===== src/rtl/mips_multicycle_ctrl_if.sv =====
// rtl/mips_multicycle_ctrl_if.sv - control/datapath bus between the multicycle MIPS controller and its datapath
//
// Purpose: groups the instruction fields, datapath flags and all datapath
// control strobes into one bundle.
// Ports (signals):
//   opcode, funct     IR[31:26], IR[5:0]            datapath -> controller
//   zero, mem_ready   ALU zero flag, memory done    datapath -> controller
//   pc_write .. pc_source  control strobes/selects  controller -> datapath
// Modports: master = controller side, slave = datapath side.
interface mips_multicycle_ctrl_if;
  logic [5:0] opcode;
  logic [5:0] funct;
  logic       zero;
  logic       mem_ready;
  logic       pc_write;
  logic       i_or_d;
  logic       mem_read;
  logic       mem_write;
  logic       ir_write;
  logic [1:0] reg_dst;
  logic [1:0] mem_to_reg;
  logic       reg_write;
  logic       alu_src_a;
  logic [1:0] alu_src_b;
  logic [1:0] alu_op;
  logic [1:0] pc_source;

  modport master (
    input  opcode, funct, zero, mem_ready,
    output pc_write, i_or_d, mem_read, mem_write, ir_write, reg_dst,
           mem_to_reg, reg_write, alu_src_a, alu_src_b, alu_op, pc_source
  );

  modport slave (
    output opcode, funct, zero, mem_ready,
    input  pc_write, i_or_d, mem_read, mem_write, ir_write, reg_dst,
           mem_to_reg, reg_write, alu_src_a, alu_src_b, alu_op, pc_source
  );
endinterface


===== src/rtl/mips_multicycle_ctrl.sv =====
// rtl/mips_multicycle_ctrl.sv - multicycle MIPS control FSM with memory timeout and fault trap
//
// Purpose: sequences a shared ALU/memory/regfile datapath through
// FETCH, DECODE, EXECUTE, MEM and WB steps; traps illegal opcodes and
// memory handshakes that exceed MEM_TIMEOUT cycles.
// Ports:
//   clk          rising-edge clock
//   rst_n        synchronous active-low reset
//   bus          control/datapath bundle (master side)
//   state        current state encoding (debug)
//   instr_done   pulse on the last cycle of each instruction
//   instr_count  retired-instruction counter, wraps
//   fault        sticky trap flag
//   fault_cause  00 none, 01 illegal opcode, 10 memory timeout
module mips_multicycle_ctrl #(
  parameter int MEM_TIMEOUT = 16,
  parameter int CNT_W       = 32
) (
  input  logic                 clk,
  input  logic                 rst_n,
  mips_multicycle_ctrl_if.master bus,
  output logic [3:0]           state,
  output logic                 instr_done,
  output logic [CNT_W-1:0]     instr_count,
  output logic                 fault,
  output logic [1:0]           fault_cause
);

  typedef enum logic [3:0] {
    S_FETCH    = 4'd0,
    S_DECODE   = 4'd1,
    S_MEM_ADDR = 4'd2,
    S_MEM_RD   = 4'd3,
    S_MEM_WB   = 4'd4,
    S_MEM_WR   = 4'd5,
    S_R_EXEC   = 4'd6,
    S_R_WB     = 4'd7,
    S_I_EXEC   = 4'd8,
    S_I_WB     = 4'd9,
    S_BRANCH   = 4'd10,
    S_JUMP     = 4'd11,
    S_JAL      = 4'd12,
    S_JR       = 4'd13,
    S_FAULT    = 4'd15
  } state_t;

  localparam logic [5:0] OP_SW  = 6'b101011;
  localparam logic [5:0] OP_BNE = 6'b000101;

  state_t      state_q, state_d;
  logic [5:0]  op_q;
  logic [31:0] wait_cnt;
  logic        mem_wait;
  logic        fault_set;
  logic [1:0]  fault_code;
  logic        done_c;

  logic       c_pc_write, c_i_or_d, c_mem_read, c_mem_write, c_ir_write;
  logic       c_reg_write, c_alu_src_a;
  logic [1:0] c_reg_dst, c_mem_to_reg, c_alu_src_b, c_alu_op, c_pc_source;

  always_comb begin
    state_d      = state_q;
    mem_wait     = 1'b0;
    fault_set    = 1'b0;
    fault_code   = 2'b00;
    c_pc_write   = 1'b0;
    c_i_or_d     = 1'b0;
    c_mem_read   = 1'b0;
    c_mem_write  = 1'b0;
    c_ir_write   = 1'b0;
    c_reg_write  = 1'b0;
    c_alu_src_a  = 1'b0;
    c_reg_dst    = 2'b00;
    c_mem_to_reg = 2'b00;
    c_alu_src_b  = 2'b00;
    c_alu_op     = 2'b00;
    c_pc_source  = 2'b00;

    case (state_q)
      S_FETCH: begin
        c_mem_read  = 1'b1;
        c_alu_src_b = 2'b01;
        if (bus.mem_ready) begin
          c_ir_write = 1'b1;
          c_pc_write = 1'b1;
          state_d    = S_DECODE;
        end else begin
          mem_wait = 1'b1;
        end
      end
      S_DECODE: begin
        // Speculatively compute the branch target into ALUOut.
        c_alu_src_b = 2'b11;
        casez (bus.opcode)
          6'b000000: state_d = (bus.funct == 6'b001000) ? S_JR : S_R_EXEC;
          6'b100011,
          6'b101011: state_d = S_MEM_ADDR;
          6'b000100,
          6'b000101: state_d = S_BRANCH;
          6'b001???: state_d = S_I_EXEC;
          6'b000010: state_d = S_JUMP;
          6'b000011: state_d = S_JAL;
          default: begin
            state_d    = S_FAULT;
            fault_set  = 1'b1;
            fault_code = 2'b01;
          end
        endcase
      end
      S_MEM_ADDR: begin
        c_alu_src_a = 1'b1;
        c_alu_src_b = 2'b10;
        state_d     = (op_q == OP_SW) ? S_MEM_WR : S_MEM_RD;
      end
      S_MEM_RD: begin
        c_mem_read = 1'b1;
        c_i_or_d   = 1'b1;
        if (bus.mem_ready) state_d = S_MEM_WB;
        else               mem_wait = 1'b1;
      end
      S_MEM_WB: begin
        c_reg_write  = 1'b1;
        c_mem_to_reg = 2'b01;
        state_d      = S_FETCH;
      end
      S_MEM_WR: begin
        c_mem_write = 1'b1;
        c_i_or_d    = 1'b1;
        if (bus.mem_ready) state_d = S_FETCH;
        else               mem_wait = 1'b1;
      end
      S_R_EXEC: begin
        c_alu_src_a = 1'b1;
        c_alu_op    = 2'b10;
        state_d     = S_R_WB;
      end
      S_R_WB: begin
        c_reg_write = 1'b1;
        c_reg_dst   = 2'b01;
        state_d     = S_FETCH;
      end
      S_I_EXEC: begin
        c_alu_src_a = 1'b1;
        c_alu_src_b = 2'b10;
        c_alu_op    = 2'b11;
        state_d     = S_I_WB;
      end
      S_I_WB: begin
        c_reg_write = 1'b1;
        state_d     = S_FETCH;
      end
      S_BRANCH: begin
        c_alu_src_a = 1'b1;
        c_alu_op    = 2'b01;
        c_pc_source = 2'b01;
        // bne inverts the sense of the compare.
        c_pc_write  = bus.zero ^ (op_q == OP_BNE);
        state_d     = S_FETCH;
      end
      S_JUMP: begin
        c_pc_write  = 1'b1;
        c_pc_source = 2'b10;
        state_d     = S_FETCH;
      end
      S_JAL: begin
        // PC already holds PC+4 from FETCH; that is the link value.
        c_pc_write   = 1'b1;
        c_pc_source  = 2'b10;
        c_reg_write  = 1'b1;
        c_reg_dst    = 2'b10;
        c_mem_to_reg = 2'b10;
        state_d      = S_FETCH;
      end
      S_JR: begin
        c_pc_write  = 1'b1;
        c_pc_source = 2'b11;
        state_d     = S_FETCH;
      end
      S_FAULT: begin
        state_d = S_FAULT;
      end
      default: begin
        state_d    = S_FAULT;
        fault_set  = 1'b1;
        fault_code = 2'b01;
      end
    endcase

    // A ready in the final allowed cycle wins, since mem_wait is only set
    // when mem_ready is low.
    if (MEM_TIMEOUT != 0 && mem_wait && wait_cnt == 32'(MEM_TIMEOUT - 1)) begin
      state_d    = S_FAULT;
      fault_set  = 1'b1;
      fault_code = 2'b10;
    end
  end

  assign done_c = (state_d == S_FETCH) && (state_q != S_FETCH) && (state_q != S_FAULT);

  always_ff @(posedge clk) begin
    if (!rst_n) begin
      state_q     <= S_FETCH;
      op_q        <= 6'd0;
      wait_cnt    <= 32'd0;
      instr_count <= '0;
      fault       <= 1'b0;
      fault_cause <= 2'b00;
    end else begin
      state_q <= state_d;
      // Memory states only self-loop while waiting, so any change of state
      // is an entry into a fresh wait window.
      if (state_d != state_q) wait_cnt <= 32'd0;
      else if (mem_wait)      wait_cnt <= wait_cnt + 32'd1;
      if (state_q == S_DECODE) op_q <= bus.opcode;
      if (done_c) instr_count <= instr_count + 1'b1;
      if (fault_set) begin
        fault       <= 1'b1;
        fault_cause <= fault_code;
      end
    end
  end

  assign state          = state_q;
  assign instr_done     = rst_n & done_c;
  assign bus.pc_write   = rst_n & c_pc_write;
  assign bus.i_or_d     = rst_n & c_i_or_d;
  assign bus.mem_read   = rst_n & c_mem_read;
  assign bus.mem_write  = rst_n & c_mem_write;
  assign bus.ir_write   = rst_n & c_ir_write;
  assign bus.reg_write  = rst_n & c_reg_write;
  assign bus.alu_src_a  = rst_n & c_alu_src_a;
  assign bus.reg_dst    = rst_n ? c_reg_dst    : 2'b00;
  assign bus.mem_to_reg = rst_n ? c_mem_to_reg : 2'b00;
  assign bus.alu_src_b  = rst_n ? c_alu_src_b  : 2'b00;
  assign bus.alu_op     = rst_n ? c_alu_op     : 2'b00;
  assign bus.pc_source  = rst_n ? c_pc_source  : 2'b00;

endmodule


===== src/flat_wrapper.sv =====
// flat-port wrapper written by rule: the top's interface ports become plain ports
module mips_multicycle_ctrl_flat 
#(
  parameter int MEM_TIMEOUT = 16,
  parameter int CNT_W       = 32
)
  (clk, rst_n, state, instr_done, instr_count, fault, fault_cause, bus_opcode, bus_funct, bus_zero, bus_mem_ready, bus_pc_write, bus_i_or_d, bus_mem_read, bus_mem_write, bus_ir_write, bus_reg_dst, bus_mem_to_reg, bus_reg_write, bus_alu_src_a, bus_alu_src_b, bus_alu_op, bus_pc_source);
  mips_multicycle_ctrl_if bus_i ();
  input  logic clk;
  input  logic rst_n;
  output logic [3:0] state;
  output logic instr_done;
  output logic [CNT_W-1:0] instr_count;
  output logic fault;
  output logic [1:0] fault_cause;
  input wire logic [$bits(bus_i.opcode)-1:0] bus_opcode;
  input wire logic [$bits(bus_i.funct)-1:0] bus_funct;
  input wire logic [$bits(bus_i.zero)-1:0] bus_zero;
  input wire logic [$bits(bus_i.mem_ready)-1:0] bus_mem_ready;
  output wire logic [$bits(bus_i.pc_write)-1:0] bus_pc_write;
  output wire logic [$bits(bus_i.i_or_d)-1:0] bus_i_or_d;
  output wire logic [$bits(bus_i.mem_read)-1:0] bus_mem_read;
  output wire logic [$bits(bus_i.mem_write)-1:0] bus_mem_write;
  output wire logic [$bits(bus_i.ir_write)-1:0] bus_ir_write;
  output wire logic [$bits(bus_i.reg_dst)-1:0] bus_reg_dst;
  output wire logic [$bits(bus_i.mem_to_reg)-1:0] bus_mem_to_reg;
  output wire logic [$bits(bus_i.reg_write)-1:0] bus_reg_write;
  output wire logic [$bits(bus_i.alu_src_a)-1:0] bus_alu_src_a;
  output wire logic [$bits(bus_i.alu_src_b)-1:0] bus_alu_src_b;
  output wire logic [$bits(bus_i.alu_op)-1:0] bus_alu_op;
  output wire logic [$bits(bus_i.pc_source)-1:0] bus_pc_source;
  assign bus_i.opcode = bus_opcode;
  assign bus_i.funct = bus_funct;
  assign bus_i.zero = bus_zero;
  assign bus_i.mem_ready = bus_mem_ready;
  assign bus_pc_write = bus_i.pc_write;
  assign bus_i_or_d = bus_i.i_or_d;
  assign bus_mem_read = bus_i.mem_read;
  assign bus_mem_write = bus_i.mem_write;
  assign bus_ir_write = bus_i.ir_write;
  assign bus_reg_dst = bus_i.reg_dst;
  assign bus_mem_to_reg = bus_i.mem_to_reg;
  assign bus_reg_write = bus_i.reg_write;
  assign bus_alu_src_a = bus_i.alu_src_a;
  assign bus_alu_src_b = bus_i.alu_src_b;
  assign bus_alu_op = bus_i.alu_op;
  assign bus_pc_source = bus_i.pc_source;
  mips_multicycle_ctrl #(.MEM_TIMEOUT(MEM_TIMEOUT), .CNT_W(CNT_W)) u_core (.clk(clk), .rst_n(rst_n), .bus(bus_i), .state(state), .instr_done(instr_done), .instr_count(instr_count), .fault(fault), .fault_cause(fault_cause));
endmodule

===== config.mk =====
export PLATFORM = sky130hd
export DESIGN_NAME = mips_multicycle_ctrl_flat
export DESIGN_NICKNAME = d
export VERILOG_FILES = /design/src/rtl/mips_multicycle_ctrl_if.sv /design/src/rtl/mips_multicycle_ctrl.sv /design/src/flat_wrapper.sv
export SDC_FILE = /design/constraint.sdc
export NUM_CORES = 1
export LEC_CHECK = 0
export CAP_MARGIN = 30
export CORE_UTILIZATION = 48
export CTS_CLUSTER_DIAMETER = 40
export DETAILED_ROUTE_END_ITERATION = 10
export HOLD_SLACK_MARGIN = 0.15
export PLACE_DENSITY = 0.77
export SYNTH_ARGS = -nofsm -noshare
export SYNTH_HDL_FRONTEND = slang
export SYNTH_SLANG_ARGS = --single-unit

===== constraint.sdc =====
create_clock -name clk -period 3.4 [get_ports clk]
set_input_delay 0.68 -clock clk [delete_from_list [all_inputs] [get_ports clk]]
set_output_delay 0.68 -clock clk [all_outputs]
set_load 0.03 [all_outputs]

Yosys cells after proc, flatten, opt, wreduce, memory -nomap -nowiden --
Cells that the tools add are included.
Operators by class: add/sub/neg operators 2, equal/unequal tests 27, mux-type cells 34, bitwise gates (word level) 10, reductions and logical operators 21
Operators by type and width (number):
- adder 32 x 1 -> 32 bit, second input constant | 2
- == test 32 x 4 -> 1 bit, second input constant | 1
- one-hot mux 4 bit (8 select lines) | 1
- == test 4 bit, second input constant | 7
- one-hot mux 4 bit (6 select lines) | 1
- two-way mux 4 bit | 5
- == test 6 x 3 -> 1 bit, second input constant | 3
- == test 6 bit, second input constant | 3
- one-hot mux 2 bit (3 select lines) | 3
- == test 4 x 3 -> 1 bit, second input constant | 4
- OR reduction 14 bit | 1
- OR reduction 2 bit | 7
- == test 6 x 2 -> 1 bit, second input constant | 2
- two-way mux 1 bit | 12
- two-way mux 2 bit | 6
- one-hot mux 2 bit (2 select lines) | 3
- bitwise AND 1 bit | 8
- == test 4 x 2 -> 1 bit, second input constant | 2
- logical NOT 4 bit | 2
- OR reduction 4 bit | 2
- OR reduction 8 bit | 1
- OR reduction 7 bit | 1
- == test 6 x 4 -> 1 bit, second input constant | 1
- logical NOT 6 bit | 1
- other kinds (12) | 15
Word-level totals: flip-flop bits (word level) 77, input bits 16

Depth between registers and ports, before layout --
word-level depth 9, mapped depth 12, gate-level depth less buffers 7

Worst setup path after synthesis --
OpenSTA, ideal clock, no wires.
kind input to output, start in bus_opcode[0], end out instr_done, arrival time 3.059 ns, slack -0.339 ns, stages 10, cells stage by stage buf_2 > or2_0 > a211oi_2 > nor3_1 > or3_1 > or4_1 > buf_2 > buf_2 > buf_2 > nor2_1
On the way: word-level cells in the longest chain between the ends 9, elaborated cells on any way between the ends 16, those cells by class 6 x eq/ne; 3 x mux; 1 x bitwise; 6 x reduce/logical
RTL lines:
- from (decl) | line flat_wrapper.sv:16 | input wire logic [$bits(bus_i.opcode)-1:0] bus_opcode;
- == test 6 x 3 -> 1 bit or == test 6 bit (tied branches) | line mips_multicycle_ctrl.sv:95 | casez (bus.opcode)
- OR reduction 2 bit
- one-hot mux 4 bit (6 select lines) * | line mips_multicycle_ctrl.sv:95
- one-hot mux 4 bit (8 select lines) * | line mips_multicycle_ctrl.sv:80 | case (state_q)
- two-way mux 4 bit * | line mips_multicycle_ctrl.sv:192 | if (MEM_TIMEOUT != 0 && mem_wait && wait_cnt == 32'(MEM_TIMEOUT - 1)) begin
- logical NOT 4 bit * | line mips_multicycle_ctrl.sv:199 | assign done_c = (state_d == S_FETCH) && (state_q != S_FETCH) && (state_q != S_FAULT);
- logical AND 1 bit * (2 in series) | line mips_multicycle_ctrl.sv:199
- bitwise AND 1 bit * | line mips_multicycle_ctrl.sv:225 | assign instr_done = rst_n & done_c;
- to (decl) | line flat_wrapper.sv:12 | output logic instr_done;
Every way passes the cells marked *; elsewhere a longest branch is shown, timed or not.

Final worst setup path --
start in bus_opcode[5], end out instr_done
Same word-level chain as after synthesis.

==> impl_metrics.ini <==
[clocking]
ctsHoldBuffers = 0
cts_tree = built
cts.clk_slew.worst_paths_ns = 0.08
numCtsBuffers = 9
cts_sinks = 77
clk_latency_ns = 0.35
clk_path_buf_depth = 2
htree_levels = 3
clock-root-buffer = clkbuf_8

[hold_path]
min_from = u_core.op_q[0]
hold_end = u_core.op_q[0]
hold_path_depth = 2
min-delay-path-class = reg2reg

[setup_path]
reg2reg_depth = 10
arrival_ns = 2.67
crit_start = bus_opcode[5]
critPathSlowestCell = or4_4
crit_required_ns = 2.72
r2r-end = u_core.instr_count[27]
r2r-start = u_core.state[0]
max_stage_delay_ns = 0.56
path_max_fanout = 6
path_class = in2out
startpoint_type = input port
r2r_slack_ns = 0.40
worst_setup_path_end_kind = output port
crit_chain = clkdlybuf4s15_1 -> buf_4 -> nor2_4 -> o21a_1 -> buf_4 -> o22ai_1 -> a211o_1 -> or4_4 -> nor2_4 -> buf_6

[synthesis]
yosysWarnings = 0
synth.distinct_cells = 55
syn_avg_cell_area_um2 = 7.72
synth_edf_count = 0
synth_top_cell_by_area = dfxtp_1
dominantRegCellSynth = dfxtp_1
synth.area.top_cells = dfxtp_1, nor2_1, a21oi_1, xor2_1, nand2_1
synth_nets = 557
seq_area_frac_synth = 0.370
synth_top_area_share = 0.370
ys_seq_elements = 77
synth_cells = 539
async_flop_share = 0
syn_area_mm2 = 0.00416

[power]
total_power_uw = 3180
p_per_area_mw_per_mm2 = 585
vdd_drop_max_mv = 0.651
cellLeakagePower_uw = 0.00191

[sta]
finalCritPeriodShare = 0.985
tightest_slew_ns = 0.420
setup_violations = 0
hold_viol_final = 0
slew_headroom = 0.713
fmax_mhz = 299
finClkSkew_ns = 0.0146
setup_ws_ns = 0.0500
fin_tns_setup_ns = 0
fin_crit_ns = 3.35
maxSlewViolCount = 0

[cells_and_area]
syn2layout_area_growth_pct = 30.4
fillers = 725
ff_latch_area_mm2 = 0.00154
multi_input_area_mm2 = 0.00251
fin_nets = 647
drive_gt1_frac = 0.128
n_antenna_cell = 0

[die]
core_mm2 = 0.00830
dieArea_mm2 = 0.00905
start_util = 0.502
io_pins = 73
dieHeight_um = 95.1
rows = 33
die_x_um = 95.1

[global_routing]
antenna_found_initial = 0
track_usage = 0.240
grt_max_degree = 51
grt_pass1_wl_mm = 17.4
grt_overflow = 0
grt_pass1_vias = 3802

[routing]
drc = 0
ant_nets = 0
viasPerCell = 5.78
drt_iter0_drc = 172
wirelength_mm = 10.5
first_pass_iters = 5
vias = 4268
wl_per_cell_um = 14.3

[placed_design]
preCtsSetupSlack_ns = -0.269
io_buffers = 72
gp_congestion = 0.857
hpwlAfterDp_mm = 7.25

[run]
maxCapViolCount = 0

[run_status]
status = finished, final reports clean
==> metal layers <==
| layer | global-route usage | vias to the layer above | part of all wire |
|---|---|---|---|
| li1 | - | 2114 | - |
| met1 | 0.306 | 2036 | 0.46 |
| met2 | 0.399 | 102 | 0.48 |
| met3 | 0.0606 | 16 | 0.048 |
| met4 | 0.0669 | 0 | 0.015 |
| met5 | 0 | - | 0 |
==> what timing repair did <==
action / CTS / global route
gates resized for setup: 19 / 13
pin swaps: 8 / 6
setup buffers: 5 / 3
setup endpoints to repair: 1 / 1
==> cells by family (layout without fill, tap and decap cells) <==
group | after synthesis | count (layout) | share of synthesized area
mux | 3 | 3 | 0.00751
simple gates | 281 | 281 | 0.350
compound gates | 102 | 102 | 0.151
fa+ha+maj | 2 | 2 | 0.00601
buf+inv | 39 | 134 | 0.0409
flops | 77 | 77 | 0.370
xor+xnor | 35 | 35 | 0.0736
==> placed cells by master, fill, tap and decap left out, types with 4 or more instances in the layout <==
cell	n
nor2_1	78
xnor2_1	11
and4_1	4
clkdlybuf4s50_1	56
clkdlybuf4s15_1	4
or3_1	17
inv_1	5
dlygate4sd2_1	7
xor2_1	24
nand3_1	26
dfxtp_1	75
nor2b_1	7
clkbuf_8	9
or4_1	12
nand2_1	49
o31ai_1	14
and3_1	19
nor4_1	8
buf_4	41
nor3_1	8
nand2b_1	8
a21oi_1	43
nand4_1	17
o21ai_0	21
==> synthesized netlist by cell type (all sizes together) (4+ instances only) <==
| library cell | count |
|---|---|
| xnor2 | 11 |
| o31ai | 14 |
| or4 | 13 |
| nand4 | 17 |
| dfxtp | 77 |
| xor2 | 24 |
| inv | 5 |
| nor2 | 80 |
| nand2 | 50 |
| o21ai | 21 |
| or2 | 4 |
| nor4 | 8 |
| nand3 | 26 |
| a21oi | 43 |
| and3 | 19 |
| clkbuf | 25 |
| and4 | 4 |
| nor2b | 8 |
| nand2b | 8 |
| buf | 9 |
| nor3 | 10 |
| or3 | 18 |
| nor4b | 4 |
==> state kept, by name, indices dropped and copies added (netlist names) <==
register	flops
u_core.instr_count	32
u_core.fault_cause	2
u_core.state	4
u_core.fault	1
u_core.wait_cnt	32
u_core.op_q	6
==> worst max-delay path: cells and delay by family <==
kind	cells	cell delay, ns
buffers and inverters	4	0.60
AO/OA/AOI/OAI	3	0.58
AND/OR/NAND/NOR	3	0.80
==> per-stage QoR <==
stage               instance area (um^2)  std cells  hold slack, ns   util
floorplan                           4210        539           0.431      -
global placement                    5160        716           0.438  0.621
detailed placement                  5160        716           0.452  0.621
CTS                                 5400        737           0.464  0.650
global route                        5430        739           0.478  0.654
finish                              5430        739           0.461  0.654
==> how the worst max path moves through the flow <==
stage                     cells after the start    endpoint  slack (ns)
after detailed placement                      8  instr_done       -0.27
after floorplan                              10  instr_done      -0.001
after CTS                                     8  instr_done       0.005
final                                        10  instr_done        0.05
after global routing                          9  instr_done      -0.004
after global placement                        8  instr_done       -0.26
==> cell type report <==
class | instances | share of cell area
Inverter | 5 | 0.00346
Multi-Input combinational cell | 423 | 0.463
Tap cell | 105 | 0.0242
Timing Repair Buffer | 113 | 0.191
Clock buffer | 12 | 0.0249
Sequential cell | 77 | 0.284
Clock inverter | 4 | 0.00899
==> power by group <==
group	switching, uW	internal (uW)
Clock	328	339
Sequential	67.2	960
Combinational	864	620
Note: power is estimated with default switching activity, not from simulation.
